[src/rtl/x_dl_pkg.sv]
// Shared types and constants for the delay-line measurement sequencer.
package x_dl_pkg;

    typedef enum logic [2:0] {
        ST_IDLE    = 3'd0,
        ST_FIRE    = 3'd1,
        ST_SETTLE  = 3'd2,
        ST_CAPTURE = 3'd3,
        ST_DONE    = 3'd4
    } dl_state_t;

    localparam int C_PC_W = 6;
    localparam int C_TAPS = 32;

endpackage

[src/rtl/x_dl_scheduler_popcount.sv]
// x_popcount: combinational ones-count of a tap word.
module x_popcount
    import x_dl_pkg::*;
#(
    parameter int P_TAPS = C_TAPS
) (
    input  logic [P_TAPS-1:0] i_dl,
    output logic [C_PC_W-1:0] o_cnt
);

    always_comb begin
        o_cnt = '0;
        for (int i = 0; i < P_TAPS; i++) begin
            o_cnt = o_cnt + C_PC_W'(i_dl[i]);
        end
    end

endmodule

[src/rtl/x_dl_scheduler.sv]
// Delay-line measurement sequencer: fires N start pulses, accumulates tap ones-counts.
// Optional thermometer-code checking is enabled with X_DL_SCHED_THERM_CHECK_EN.
module x_dl_scheduler
    import x_dl_pkg::*;
#(
    parameter int P_CNT_W  = 8,
    parameter int P_SETTLE = 4,
    parameter int P_TAPS   = C_TAPS
) (
    input  logic                 i_clk,
    input  logic                 i_rst_n,
    input  logic                 i_cmd_valid,
    output logic                 o_cmd_accept,
    input  logic [P_CNT_W-1:0]   i_cmd_count,
    output logic                 o_start,
    input  logic [P_TAPS-1:0]    i_dl,
    output logic                 o_res_valid,
    input  logic                 i_res_accept,
    output logic [P_CNT_W+5:0]   o_res_sum,
    output logic [C_PC_W-1:0]    o_res_min,
    output logic [C_PC_W-1:0]    o_res_max,
    output logic [P_CNT_W:0]     o_res_bad,
    output logic                 o_busy
);

    localparam int C_SET_W = (P_SETTLE < 2) ? 1 : $clog2(P_SETTLE);

    dl_state_t             r_state;
    logic [P_CNT_W:0]      r_remaining;
    logic [C_SET_W-1:0]    r_settle;
    logic [P_CNT_W+5:0]    r_sum;
    logic [C_PC_W-1:0]     r_min;
    logic [C_PC_W-1:0]     r_max;
    logic [C_PC_W-1:0]     w_pc;
    logic                  w_take;

    x_popcount #(.P_TAPS(P_TAPS)) u_popcount (
        .i_dl  (i_dl),
        .o_cnt (w_pc)
    );

    assign w_take = (r_state == ST_IDLE) && i_cmd_valid;

    always_ff @(posedge i_clk or negedge i_rst_n) begin
        if (!i_rst_n) begin
            r_state     <= ST_IDLE;
            r_remaining <= '0;
            r_settle    <= '0;
            r_sum       <= '0;
            r_min       <= '0;
            r_max       <= '0;
        end else begin
            case (r_state)
                ST_IDLE: begin
                    if (i_cmd_valid) begin
                        r_state     <= ST_FIRE;
                        // zero count encodes the full 2^P_CNT_W burst
                        r_remaining <= (i_cmd_count == '0) ? {1'b1, {P_CNT_W{1'b0}}}
                                                           : {1'b0, i_cmd_count};
                        r_sum       <= '0;
                        r_min       <= C_PC_W'(P_TAPS);
                        r_max       <= '0;
                    end
                end
                ST_FIRE: begin
                    r_state  <= ST_SETTLE;
                    r_settle <= C_SET_W'(P_SETTLE - 1);
                end
                ST_SETTLE: begin
                    if (r_settle == '0) r_state <= ST_CAPTURE;
                    else                r_settle <= r_settle - 1'b1;
                end
                ST_CAPTURE: begin
                    r_sum       <= r_sum + (P_CNT_W+6)'(w_pc);
                    if (w_pc < r_min) r_min <= w_pc;
                    if (w_pc > r_max) r_max <= w_pc;
                    r_remaining <= r_remaining - 1'b1;
                    r_state     <= (r_remaining > 1) ? ST_FIRE : ST_DONE;
                end
                ST_DONE: begin
                    if (i_res_accept) r_state <= ST_IDLE;
                end
                default: r_state <= ST_IDLE;
            endcase
        end
    end

`ifdef X_DL_SCHED_THERM_CHECK_EN
    logic [P_CNT_W:0] r_bad;
    logic             w_not_therm;

    // thermometer words have no 0 below a 1, so adding one clears every set bit
    assign w_not_therm = (i_dl & (i_dl + P_TAPS'(1))) != '0;

    always_ff @(posedge i_clk or negedge i_rst_n) begin
        if (!i_rst_n)                                  r_bad <= '0;
        else if (w_take)                               r_bad <= '0;
        else if (r_state == ST_CAPTURE && w_not_therm) r_bad <= r_bad + 1'b1;
    end

    assign o_res_bad = r_bad;
`else
    assign o_res_bad = '0;
`endif

    assign o_cmd_accept = (r_state == ST_IDLE);
    assign o_start      = (r_state == ST_FIRE);
    assign o_res_valid  = (r_state == ST_DONE);
    assign o_busy       = (r_state != ST_IDLE);
    assign o_res_sum    = r_sum;
    assign o_res_min    = r_min;
    assign o_res_max    = r_max;

endmodule

[config.mk]
export PLATFORM = sky130hd
export DESIGN_NAME = x_dl_scheduler
export DESIGN_NICKNAME = d
export VERILOG_FILES = /design/src/rtl/x_dl_pkg.sv /design/src/rtl/x_dl_scheduler_popcount.sv /design/src/rtl/x_dl_scheduler.sv
export SDC_FILE = /design/constraint.sdc
export NUM_CORES = 1
export LEC_CHECK = 0
export ABC_CLOCK_PERIOD_IN_PS = 3700
export CAP_MARGIN = 20
export CORE_ASPECT_RATIO = 0.75
export CORE_MARGIN = 1.5
export CORE_UTILIZATION = 25
export DETAILED_ROUTE_END_ITERATION = 8
export GPL_TIMING_DRIVEN = 0
export PLACE_DENSITY_LB_ADDON = 0.3
export SETUP_SLACK_MARGIN = 0.2
export SYNTH_ARGS = -nofsm -noshare
export SYNTH_HDL_FRONTEND = slang
export SYNTH_SLANG_ARGS = --single-unit
[constraint.sdc]
create_clock -name i_clk -period 3.7 [get_ports i_clk]
set_input_delay 0.74 -clock i_clk [delete_from_list [all_inputs] [get_ports i_clk]]
set_output_delay 0.74 -clock i_clk [all_outputs]
set_load 0.005 [all_outputs]
==> reports/results.tsv <==
stage	metric	value	unit
status	status	finished, violations left	
status	violations	DRC, setup timing	
cells_and_area	nFillCells	1324	
floorplan	start_util	0.255	
placed_design	dp_hpwl	7010	microns
cells_and_area	antenna_cells	0	
placed_design	gp_congestion	0.811	
cells_and_area	drive_gt1_frac	0.240	
critical_path	required	3.91	ns
cells_and_area	layoutNonFillerInstCount	655	
floorplan	die_area	0.0147	sq mm
timing	fmax	157	MHz
floorplan	row_count	37	
synth	synth_cell_type_count	65	
clocking	clk_pin_slew_worst_paths	0.06	ns
timing	finalHoldViolations	0	
timing	clock_skew	0.00380	ns
synth	async_reset_ff_frac	1.00	
clocking	cts-root-buf	clkbuf_16	
timing	grt_setup_unrepaired	yes	
drt	drcViolationCount	4	
synth	synth_edf_count	0	
timing	finalSetupViolations	26	
timing	relSlewSlack	0.528	
synth	postSynthCellCount	370	
cells_and_area	area.sequential	0.00100	sq mm
cells_and_area	final_net_count	578	
placed_design	dpl_worst_slack	-3.63	ns
synth	yosys.area.top_type	dfrtp_1	
placed_design	dpl.cell_count	627	
critical_path	critPathArrivalTime	6.58	ns
clocking	cts.htree.levels	2	
global_routing	grt_max_degree	24	
synth	netlist_area	0.00349	sq mm
clocking	cts_buffers	5	
clocking	clockBufferDepth	2	
drt	wl	9090	microns
synth	synthFlopType	dfrtp_1	
synth	netlist_top_cells_area	dfrtp_1 (29%), fa_1 (14%), ha_1 (10%)	
global_routing	grt_pass1_wl	15000	microns
timing	min_period	6.38	ns
timing	setup_ws	-2.68	ns
critical_path	crit_type	in -> reg	
cells_and_area	area_growth	48.6	%
critical_path	worst_setup_path_end_kind	flip-flop	
synth	synth_top_cell_area_share	0.287	
clocking	cts_tree	done	
global_routing	antenna_found_initial	0	
cells_and_area	multiInputGateArea	0.00250	sq mm
timing	worst_pin_slew	0.701	ns
drt	dr_wl_met3	362	microns
floorplan	io_pins	83	
clocking	cts.sinks	40	
timing	fin_setup_tns	-62.76	ns
drt	antenna_left	0	
drt	route.met2.wl	4310	microns
timing	finalMaxSlewViolations	0	
global_routing	grt_pass1_vias	3077	
drt	vias	2987	
synth	ys_ff_latch	40	
synth	yosysSeqAreaShare	0.287	
global_routing	gr-total-overflow	0	
drt	drtIter0Drc	108	
global_routing	grt_usage	0.127	
placed_design	port_buffers	73	
synth	yosys_warnings	0	
clocking	hold_buffers	0	
flow_run	max_cap_viol_count	0	
drt	viasPerCell	4.56	
timing	fin_crit_sh	1.72	
critical_path	crit_fanout	4	
critical_path	cp-start-kind	input port	
timing	holdWs	0.410	ns
floorplan	core_area	0.0137	sq mm
floorplan	dieHeight	105	microns
synth	syn_area_per_cell	9.43	sq um
min_path	hp-class	in -> async	
drt	top_layer	met4	
drt	drtPass1Iterations	6	
floorplan	die_w	139	microns
drt	wl_met1	4330	microns
clocking	clock_latency	0.28	ns
drt	wl_per_cell	13.9	microns
==> flip-flops by register name, summed over array words and instances, names as in the netlist <==
signal / flops
o_res_max: 6
o_res_min: 6
r_state: 3
r_remaining: 9
o_res_sum: 14
r_settle: 2
==> timing repair <==
item                       CTS  global route
pin swaps                   31            13
setup buffers               12             8
cloned                       1             0
resized for setup           49            26
setup endpoints to repair   26            26
==> cells in the final DEF, fill, tap and decap left out, types with 11 or more instances in the layout <==
master and instances:
buf_4 26, dfrtp_1 40, a21oi_1 13, clkdlybuf4s50_1 56, nand2_1 28, ha_1 19
nor2_1 11, inv_1 72, dlygate4sd2_1 13, fa_1 23
==> synthesized netlist by cell type, types with 3 or more instances <==
cell type  instances
a21o_1             3
a21oi_1           22
a22o_1             6
a31oi_1            3
and3_1             4
buf_2              3
buf_4              9
buf_6              3
dfrtp_1           40
fa_1              25
ha_1              29
inv_1             76
nand2_1           31
nand3_1            5
nor2_1            14
nor3_1             3
nor4_1             3
o211ai_1           5
o21ai_0           14
o21ai_1            6
o31ai_1            3
o41ai_1            3
xnor2_1            4
xor2_1             4
==> cells by family after synthesis <==
kind of cell | count (synthesis) | share of synthesized area
buf+inv | 95 | 0.126
compound gates | 89 | 0.183
simple gates | 81 | 0.130
fa+ha+maj | 54 | 0.247
flops | 40 | 0.287
xor+xnor | 8 | 0.0201
mux | 2 | 0.00574
other cells | 1 | 0.00108
==> metal layers <==
metal,track usage,up-vias
met4,0.0266,0
met2,0.202,58
li1,-,1457
met3,0.0282,8
met1,0.175,1464
met5,0,-
==> area by class of cell <==
cell class / instances / area share
tap: 175 / 0.0422
sequential: 40 / 0.193
clock inverter: 1 / 0.000965
multi-input combinational: 244 / 0.482
buffer: 18 / 0.0285
inverter: 77 / 0.0565
clock buffer: 6 / 0.0249
timing repair buffer: 94 / 0.172
==> metrics by stage <==
stage                      util  instance area, sq um
after global placement    0.336                  4590
final                     0.380                  5180
after global routing      0.380                  5180
after floorplan               -                  3640
after detailed placement  0.337                  4610
after CTS                 0.366                  4990
==> worst max-delay path, cell delays in order <==
cell and delay (ns):
buf_6 0.09, ha_4 0.25, inv_2 0.03, fa_1 0.45
fa_1 0.56, fa_1 0.45, fa_1 0.51, fa_1 0.57
fa_1 0.43, fa_2 0.36, fa_2 0.35, nand2b_4 0.16
a21oi_4 0.17, xor2_4 0.09, buf_6 0.14, ha_4 0.27
o211ai_1 0.11, o21ai_2 0.24, a21oi_4 0.11, nor4_4 0.29
mux2i_1 0.21
==> path summary, 6_finish.rpt <==
path / from / to / slack (ns) / cells after the start
worst min-delay path: i_rst_n / r_remaining[6] / 0.41 / 1
worst max-delay path: i_dl[0] / o_res_sum[13] / -2.68 / 21
max in group asynchronous: i_rst_n / o_res_min[4] / 2.80 / 2
worst max register to register: o_res_sum[0] / o_res_sum[12] / 1.68 / 8
min in group i_clk: o_res_sum[13] / o_res_sum[13] / 0.50 / 1
worst min register to register: o_res_sum[13] / o_res_sum[13] / 0.50 / 1
Power is not shown: default switching activity piles up to over one toggle a cycle in this logic, so the estimate is an artifact.
